**src/rtl/ap_function_seq.sv**
```systemverilog
// Multicycle arithmetic function unit with valid/ready handshakes on both sides.
// Single-cycle ALU ops, an iterative shift-add multiply, and one-bit-per-cycle shifts.
module ap_function_seq #(
  parameter int WIDTH = 8,
  parameter int SHW   = $clog2(WIDTH)
) (
  input  logic             clk,
  input  logic             rst_n,
  input  logic             in_valid,
  output logic             in_ready,
  input  logic [WIDTH-1:0] a,
  input  logic [WIDTH-1:0] b,
  input  logic             cin,
  input  logic [3:0]       aop,
  input  logic             flush,
  output logic             out_valid,
  input  logic             out_ready,
  output logic [WIDTH-1:0] f,
  output logic             n,
  output logic             z,
  output logic             cout,
  output logic             ovf,
  output logic             err
);

  localparam int CW = $clog2(WIDTH + 1);

  localparam logic [3:0] OP_ADD  = 4'd0;
  localparam logic [3:0] OP_SUB  = 4'd1;
  localparam logic [3:0] OP_RSUB = 4'd2;
  localparam logic [3:0] OP_OR   = 4'd3;
  localparam logic [3:0] OP_AND  = 4'd4;
  localparam logic [3:0] OP_ANDN = 4'd5;
  localparam logic [3:0] OP_XOR  = 4'd6;
  localparam logic [3:0] OP_XNOR = 4'd7;
  localparam logic [3:0] OP_MUL  = 4'd8;
  localparam logic [3:0] OP_SHL  = 4'd9;
  localparam logic [3:0] OP_SHR  = 4'd10;
  localparam logic [3:0] OP_ASR  = 4'd11;

  typedef enum logic [1:0] {S_IDLE, S_EXEC, S_DONE} state_t;

  state_t             state, state_nxt;
  logic [3:0]         op_r;
  logic [WIDTH-1:0]   a_r;
  logic [2*WIDTH-1:0] prod;
  logic [WIDTH-1:0]   sh;
  logic [CW-1:0]      cnt;

  logic [SHW-1:0] samt;
  logic           is_shift;
  logic           multi;
  logic           accept;
  logic           last;

  assign samt     = b[SHW-1:0];
  assign is_shift = (aop == OP_SHL) || (aop == OP_SHR) || (aop == OP_ASR);
  assign multi    = (aop == OP_MUL) || (is_shift && (samt != '0));
  assign accept   = in_valid && (state == S_IDLE) && !flush;
  assign last     = (cnt == CW'(1));

  assign in_ready  = (state == S_IDLE);
  assign out_valid = (state == S_DONE);

  // Single-cycle result computed straight from the operands being accepted.
  logic [WIDTH-1:0] add_x, add_y;
  logic [WIDTH:0]   add_sum;
  logic [WIDTH-1:0] add_low;
  logic [WIDTH-1:0] sc_f;
  logic             sc_cout, sc_ovf, sc_err;

  // NOTE: every signal driven here gets a default first, so no path leaves it unassigned and no latch is inferred.
  always_comb begin
    add_x   = '0;
    add_y   = '0;
    add_sum = '0;
    add_low = '0;
    sc_f    = '0;
    sc_cout = 1'b0;
    sc_ovf  = 1'b0;
    sc_err  = 1'b0;
    case (aop)
      OP_ADD, OP_SUB, OP_RSUB: begin
        add_x   = (aop == OP_RSUB) ? -a : a;
        add_y   = (aop == OP_SUB)  ? -b : b;
        add_sum = {1'b0, add_x} + {1'b0, add_y} + {{WIDTH{1'b0}}, cin};
        add_low = {1'b0, add_x[WIDTH-2:0]} + {1'b0, add_y[WIDTH-2:0]} + {{(WIDTH-1){1'b0}}, cin};
        sc_f    = add_sum[WIDTH-1:0];
        sc_cout = add_sum[WIDTH];
        sc_ovf  = add_low[WIDTH-1] ^ add_sum[WIDTH];
      end
      OP_OR:   sc_f = a | b;
      OP_AND:  sc_f = a & b;
      OP_ANDN: sc_f = ~a & b;
      OP_XOR:  sc_f = a ^ b;
      OP_XNOR: sc_f = a ~^ b;
      OP_MUL, OP_SHL, OP_SHR, OP_ASR: sc_f = a;  // only reached for zero-amount shifts
      default: sc_err = 1'b1;
    endcase
  end

  // One iteration step: right-shifting product register, one-bit shifter.
  logic [WIDTH:0]     mul_sum;
  logic [2*WIDTH-1:0] prod_nxt;
  logic [WIDTH-1:0]   sh_nxt;
  logic               sh_out;

  always_comb begin
    mul_sum  = {1'b0, prod[2*WIDTH-1:WIDTH]} + (prod[0] ? {1'b0, a_r} : '0);
    prod_nxt = {mul_sum, prod[WIDTH-1:1]};
    sh_nxt   = sh;
    sh_out   = 1'b0;
    case (op_r)
      OP_SHL: begin sh_nxt = {sh[WIDTH-2:0], 1'b0};        sh_out = sh[WIDTH-1]; end
      OP_SHR: begin sh_nxt = {1'b0, sh[WIDTH-1:1]};        sh_out = sh[0];       end
      OP_ASR: begin sh_nxt = {sh[WIDTH-1], sh[WIDTH-1:1]}; sh_out = sh[0];       end
      default: ;
    endcase
  end

  logic [WIDTH-1:0] res_f;
  logic             res_cout, res_ovf, res_err;
  logic             load_out;

  always_comb begin
    res_f    = sc_f;
    res_cout = sc_cout;
    res_ovf  = sc_ovf;
    res_err  = sc_err;
    if (state == S_EXEC) begin
      res_err = 1'b0;
      if (op_r == OP_MUL) begin
        res_f    = prod_nxt[WIDTH-1:0];
        res_cout = |prod_nxt[2*WIDTH-1:WIDTH];
        res_ovf  = res_cout;
      end else begin
        res_f    = sh_nxt;
        res_cout = sh_out;
        res_ovf  = 1'b0;
      end
    end
  end

  assign load_out = (accept && !multi) || ((state == S_EXEC) && !flush && last);

  always_comb begin
    state_nxt = state;
    case (state)
      S_IDLE: if (accept) state_nxt = multi ? S_EXEC : S_DONE;
      S_EXEC: if (flush) state_nxt = S_IDLE;
              else if (last) state_nxt = S_DONE;
      S_DONE: if (flush || out_ready) state_nxt = S_IDLE;
      default: state_nxt = S_IDLE;
    endcase
  end

  // NOTE: sequential state uses non-blocking assignments so all registers update together at the edge.
  always_ff @(posedge clk or negedge rst_n) begin
    if (!rst_n) state <= S_IDLE;
    else        state <= state_nxt;
  end

  always_ff @(posedge clk or negedge rst_n) begin
    if (!rst_n) begin
      op_r <= '0;
      a_r  <= '0;
      prod <= '0;
      sh   <= '0;
      cnt  <= '0;
      f    <= '0;
      n    <= 1'b0;
      z    <= 1'b0;
      cout <= 1'b0;
      ovf  <= 1'b0;
      err  <= 1'b0;
    end else begin
      if (accept) begin
        op_r <= aop;
        a_r  <= a;
        prod <= {{WIDTH{1'b0}}, b};
        sh   <= a;
        cnt  <= (aop == OP_MUL) ? CW'(WIDTH) : CW'(samt);
      end else if ((state == S_EXEC) && !flush) begin
        prod <= prod_nxt;
        sh   <= sh_nxt;
        cnt  <= cnt - CW'(1);
      end
      if (load_out) begin
        f    <= res_f;
        n    <= res_f[WIDTH-1];
        z    <= (res_f == '0);
        cout <= res_cout;
        ovf  <= res_ovf;
        err  <= res_err;
      end
    end
  end

endmodule

```
**config.mk**
```make
export PLATFORM = sky130hd
export DESIGN_NAME = ap_function_seq
export DESIGN_NICKNAME = d
export VERILOG_FILES = /design/src/rtl/ap_function_seq.sv
export SDC_FILE = /design/constraint.sdc
export NUM_CORES = 1
export LEC_CHECK = 0
export ABC_CLOCK_PERIOD_IN_PS = 3300
export CORE_MARGIN = 1.5
export CORE_UTILIZATION = 59
export DETAILED_ROUTE_END_ITERATION = 6
export PLACE_DENSITY = 0.8
export SYNTH_ARGS = -nofsm -noshare
export SYNTH_HDL_FRONTEND = slang
export SYNTH_SLANG_ARGS = --single-unit
```
**constraint.sdc**
```tcl
create_clock -name clk -period 3.3 [get_ports clk]
set_clock_uncertainty 0.2 [all_clocks]
set_input_delay 0.66 -clock clk [delete_from_list [all_inputs] [get_ports clk]]
set_output_delay 0.66 -clock clk [all_outputs]
set_load 0.02 [all_outputs]
```
==> results of run 1 <==
==> sequential cells by signal, summed over array words and instances (netlist names) <==
register / cells
ovf: 1
cout: 1
err: 1
f: 8
sh: 8
z: 1
prod: 16
state: 2
a_r: 8
cnt: 4
op_r: 4
==> per-stage QoR <==
step           hold slack (ps)  utilization  instances
2_1_floorplan              164            -        556
3_3_place_gp               255        0.733        729
3_5_place_dp               265        0.733        729
4_1_cts                    137        0.762        740
5_1_grt                    167        0.767        741
6_report                   127        0.767        741
==> worst max-delay path: stages <==
cell and delay [ps]:
dlygate4sd2_1 230, inv_1 70, ha_2 190, ha_1 260, mux2_4 280, ha_4 230
nor2b_4 120, o31a_1 300, o22a_1 190, xor2_1 150, a221o_1 320, o41ai_2 330
==> synth_stat cells (7+ instances only) <==
library cell | instances | area, µm²
a21oi_1 | 43 | 215
a22oi_1 | 7 | 52.6
a31oi_1 | 15 | 93.8
and2_1 | 14 | 87.6
buf_2 | 15 | 75.1
clkbuf_1 | 11 | 41.3
dfrtp_1 | 54 | 1350
ha_1 | 28 | 350
inv_1 | 22 | 82.6
nand2_1 | 85 | 319
nand2b_1 | 13 | 81.3
nand3_1 | 7 | 35.0
nor2_1 | 51 | 191
nor2b_1 | 9 | 56.3
nor3_1 | 16 | 80.1
o211ai_1 | 7 | 52.6
o21ai_0 | 31 | 155
o31ai_1 | 7 | 52.6
xnor2_1 | 15 | 131
xor2_1 | 8 | 70.1
==> cell families (layout without fill, tap and decap cells) <==
group                    Yosys count  in the layout  synth area share
XOR/XNOR                          23             23            0.0454
flip-flops                        54             54             0.305
multiplexers                       8              8            0.0197
AND/OR/NAND/NOR                  222            222             0.235
adder cells (fa/ha/maj)           31             31            0.0925
buffers and inverters             53            139            0.0508
AO/OA/AOI/OAI                    165            165             0.252
==> area by class of cell <==
class | instances | area, µm²
clock buffer | 6 | 82.6
clock inverter | 2 | 16.3
fill | 553 | 1690
inverter | 24 | 90.1
multi-input combinational | 449 | 3000
sequential | 54 | 1350
tap | 99 | 124
timing repair buffer | 107 | 907
==> path summary, 6_finish.rpt <==
kind | startpoint | end | slack, ps | cells after the start
worst max-delay path | b[0] | z$_DFFE_PN0P_ | -30 | 12
worst min-delay path | rst_n | prod[0]$_DFFE_PN0P_ | 130 | 1
worst max register to register | prod[0]$_DFFE_PN0P_ | cout$_DFFE_PN0P_ | 140 | 10
worst min register to register | a_r[1]$_DFFE_PN0P_ | a_r[1]$_DFFE_PN0P_ | 290 | 2
max in group asynchronous | rst_n | f[6]$_DFFE_PN0P_ | 1960 | 2
min in group clk | a_r[1]$_DFFE_PN0P_ | a_r[1]$_DFFE_PN0P_ | 290 | 2
==> layer usage <==
| layer | part of all wire | GRT usage |
|---|---|---|
| met1 | 0.42 | 0.444 |
| met2 | 0.48 | 0.595 |
| met3 | 0.072 | 0.0465 |
| met4 | 0.029 | 0.122 |
| met5 | 0 | 0 |
==> layout by cell type (no fill, tap or decap), types with 12 or more instances in the layout <==
| cell type | synthesis | layout |
|---|---|---|
| and2_1 | 14 | 14 |
| dfrtp_1 | 54 | 54 |
| nor2_1 | 51 | 49 |
| buf_4 | 2 | 64 |
| clkdlybuf4s50_1 | 0 | 30 |
| inv_1 | 22 | 19 |
| o21ai_0 | 31 | 28 |
| nand2_1 | 85 | 85 |
| xnor2_1 | 15 | 13 |
| ha_1 | 28 | 24 |
| nand2b_1 | 13 | 13 |
| a31oi_1 | 15 | 12 |
| a21oi_1 | 43 | 41 |
| nor3_1 | 16 | 16 |
==> timing repair <==
| action | 4_1_cts | 5_1_grt |
|---|---|---|
| endpoints found under the setup margin | 10 | 8 |
| setup buffers | 3 | 1 |
| gates resized for setup | 37 | 12 |
| pin swaps | 15 | 15 |
==> where the power goes <==
part / internal (mW) / switching, mW
logic: 0.764 / 0.911
registers: 0.938 / 0.282
clock network: 0.174 / 0.238
total: 1.88 / 1.43
==> impl_metrics.yaml, run 1 <==
floorplan:
  die_width_um: 89.7
  io_pins: 41
  start_util: 0.612
  die_area_mm2: 0.00805
  fp.dieH_um: 89.7
  core_area_mm2: 0.00725
  rows: 31
cells_and_area:
  antenna_cells: 0
  syn_to_final_growth_pct: 25.5
  design_area_mm2: 0.00557
  drive_above_1_share: 0.185
  fin_nets: 698
global_route:
  grt.overflow.total: 0
  grt_max_degree: 35
  grt_use_total: 0.345
  first_global_vias: 4611
  antenna_found_initial: 0
  grt_pass1_wl_um: 22500
place:
  place_area_mm2: 0.00532
  dp_hpwl_um: 10200
  post-place-ws_ps: -796
  place_congestion: 1.00
  io_buffers: 40
routing:
  dr_total_vias: 4562
  wl_um: 13200
  avgRoutedWirePerCell_um: 17.9
  ant_nets: 0
  drt_pre_antenna_iters: 6
  drt_iter0_markers: 378
  vias_per_cell: 6.16
  route.detailed.drc: 0
synth:
  seq_area_frac_synth: 0.305
  synth_area_per_cell_um2: 7.98
  dominantRegCellSynth: "dfrtp_1"
  syn_area_mm2: 0.00444
  syn_inst: 556
  async_flop_share: 1.00
  ys_warn_count: 0
  synth_cell_types: 67
  ys_ff_latch: 54
  syn-num-nets: 613
  synth_edf_count: 0
sta:
  drv_slew: 0
  slew-limit-headroom: 0.385
  finalCriticalPeriod_ps: 3330
  fin_ws_ps: -26.0
  period_share: 1.01
  hold_viol: 0
  setup_viol: 1
  timing.fmax_ghz: 0.301
  tightest_slew_ps: 920
  rsz0062_at_grt: "yes"
  tns_ps: -26.0
clock_network:
  path_clk_slew_ps: 100
  cts.htree.levels: 2
  hold_buffers: 0
  root_buffer: "clkbuf_8"
  worstSkewPairLatency_ps: 320
  clkSinkCount: 54
  tritoncts: "yes"
  clock_path_buffers: 2
  cts_made_buffers: 5
pwr:
  finalPower_mw: 3.31
  power_density_mw_per_mm2: 594
  ir_worst_vdd_mv: 0.423
  p_leak_nw: 2.54
hold_path:
  hp-class: "in2async"
critical_path:
  path_max_fanout: 4
  worstPathArrival_ps: 3340
  start_kind: "input pin"
  end_kind: "flip-flop"
  path_class: "in2reg"
  worstPathRequired_ps: 3320
run_status:
  violations: "setup timing"
  status: "finished, violations left"
run:
  drv_cap: 0
Power figures use the tool's default switching activity.
==> run 2: changes to the inputs <==
--- a/config.mk
+++ b/config.mk
@@ -5,7 +5,7 @@
 export SDC_FILE = /design/constraint.sdc
 export NUM_CORES = 1
 export LEC_CHECK = 0
-export ABC_CLOCK_PERIOD_IN_PS = 3300
+export ABC_CLOCK_PERIOD_IN_PS = 3700
 export CORE_MARGIN = 1.5
 export CORE_UTILIZATION = 59
 export DETAILED_ROUTE_END_ITERATION = 6
==> constraint.sdc (replaced) <==
create_clock -name clk -period 3.7 [get_ports clk]
set_clock_uncertainty 0.2 [all_clocks]
set_input_delay 0.74 -clock clk [delete_from_list [all_inputs] [get_ports clk]]
set_output_delay 0.74 -clock clk [all_outputs]
set_load 0.02 [all_outputs]
==> impl_metrics.yaml, run 2 (synthesis gave the netlist of run 1 again) <==
run_status:
  status: "finished, final reports clean"
critical_path:
  path_class: "in2reg"
  startpoint: "aop[3]"
  path_max_fanout: 5
  start_kind: "input pin"
  critPathCapture: "z$_DFFE_PN0P_"
  worstPathRequired_ps: 3720
  worstPathArrival_ps: 3620
  reg2reg_from: "prod[0]$_DFFE_PN0P_"
  end_kind: "flip-flop"
  reg2reg_slack_ps: 570
  r2r-end: "cout$_DFFE_PN0P_"
  reg2reg_depth: 10
clock_network:
  clkSinkCount: 54
  cts.htree.levels: 2
  hold_buffers: 0
  worstSkewPairLatency_ps: 310
  cts_made_buffers: 5
  clock_path_buffers: 2
  root_buffer: "clkbuf_8"
  path_clk_slew_ps: 100
  tritoncts: "yes"
cells_and_area:
  fin_nets: 691
  syn_to_final_growth_pct: 22.6
  final_common_cell: "nand2_1"
  largest-register: "prod"
  drive_above_1_share: 0.162
  design_area_mm2: 0.00544
  final_cell_mix: "nand2_1 (85), buf_4 (60), dfrtp_1 (54)"
  antenna_cells: 0
  largest_reg_flops: 16
routing:
  wl_met2_um: 6270
  wl_met1_um: 5600
  vias_per_cell: 6.18
  drt_pre_antenna_iters: 6
  wl_met3_um: 816
  dr_total_vias: 4535
  avgRoutedWirePerCell_um: 17.7
  drt_iter0_markers: 404
  wl_um: 13000
  ant_nets: 0
  top_layer: "met4"
  route.detailed.drc: 0
floorplan:
  rows: 31
  fp.dieH_um: 89.7
  die_area_mm2: 0.00805
  die_width_um: 89.7
  start_util: 0.612
  io_pins: 41
  core_area_mm2: 0.00725
hold_path:
  hp-class: "in2async"
sta:
  finalCriticalPeriod_ps: 3600
  timing.fmax_ghz: 0.278
  tns_ps: 0
  tightest_slew_ps: 926
  drv_slew: 0
  fin_ws_ps: 98.5
  hold_viol: 0
  period_share: 0.973
  setup_viol: 0
  holdWs_ps: 138
  rsz0062_at_grt: "no"
  slew-limit-headroom: 0.380
run:
  drv_cap: 0
pwr:
  p_leak_nw: 2.52
  power_density_mw_per_mm2: 539
  finalPower_mw: 2.93
  ir_worst_vdd_mv: 0.274
place:
  dp_hpwl_um: 9940
  post-place-ws_ps: -476
  io_buffers: 40
  place_congestion: 0.991
  place_area_mm2: 0.00525
global_route:
  grt_use_total: 0.334
  grt_max_degree: 38
  antenna_found_initial: 0
  first_global_vias: 4388
  grt.overflow.total: 0
  grt_pass1_wl_um: 22000
==> run 2: cell count changes in the layout (fill, tap and decap cells not counted), moves of 2 or more <==
cell             before  now
clkdlybuf4s50_1      30   33
buf_4                64   60
dlygate4sd2_1         7    0
buf_6                 4    0
a31oi_1              12   15
xnor2_2               2    0
mux2_2                3    5
xnor2_1              13   15
dlymetal6s2s_1        0    6
mux2_4                3    1
o21ai_1               4    2
a31oi_2               2    0
o21ai_0              28   30
==> run 2: cell type report <==
cell class,count,area [µm²]
Tap cell,99,124
Clock buffer,6,82.6
Inverter,24,90.1
Fill cell,584,1810
Timing Repair Buffer,100,861
Multi-Input combinational cell,449,2920
Sequential cell,54,1350
Clock inverter,2,16.3
==> run 2: report_power, final <==
part | total (mW) | switching (mW) | internal (mW) | leakage (nW)
combinational | 1.49 | 0.816 | 0.672 | 1.80
sequential | 1.09 | 0.250 | 0.836 | 0.675
clock | 0.355 | 0.201 | 0.155 | 0.0478
==> run 2: stage by stage <==
| stage | cells | util |
|---|---|---|
| 2_1_floorplan | 556 | - |
| 3_3_place_gp | 722 | 0.724 |
| 3_5_place_dp | 722 | 0.724 |
| 4_1_cts | 731 | 0.740 |
| 5_1_grt | 734 | 0.750 |
| 6_report | 734 | 0.750 |
==> run 2: worst min path at each step <==
stage / startpoint / slack (ps) / cells past startpoint / end
global route: rst_n / 170 / 1 / cnt[2]$_DFFE_PN0P_
CTS: rst_n / 140 / 1 / prod[0]$_DFFE_PN0P_
floorplan: rst_n / 240 / 0 / a_r[0]$_DFFE_PN0P_
global placement: a_r[7]$_DFFE_PN0P_ / 250 / 2 / a_r[7]$_DFFE_PN0P_
detailed placement: f[2]$_DFFE_PN0P_ / 260 / 2 / f[2]$_DFFE_PN0P_
finish: rst_n / 140 / 1 / cnt[1]$_DFFE_PN0P_
==> run 2: what timing repair did <==
action | in CTS | in global routing
endpoints found under the setup margin | 5 | 6
hold endpoints to repair | 0 | 0
pin swaps | 1 | 12
buffers inserted | 1 | 3
resized for setup | 4 | 18
gates cloned | 0 | 0
==> run 2: critical path, stage by stage <==
cell and delay, ps:
dlymetal6s2s_1 140, or2_4 260, or3_4 410, mux2_4 230, inv_2 40, fa_2 580, a2111oi_2 70, a211oi_2 170
nand4_1 220, a2111oi_2 330, nand3_1 140, o41ai_2 280
==> run 2: routing by layer <==
metal / up-vias / track usage
met5: - / 0
met4: 0 / 0.0979
met3: 35 / 0.0440
met2: 212 / 0.568
met1: 2150 / 0.446
li1: 2138 / -
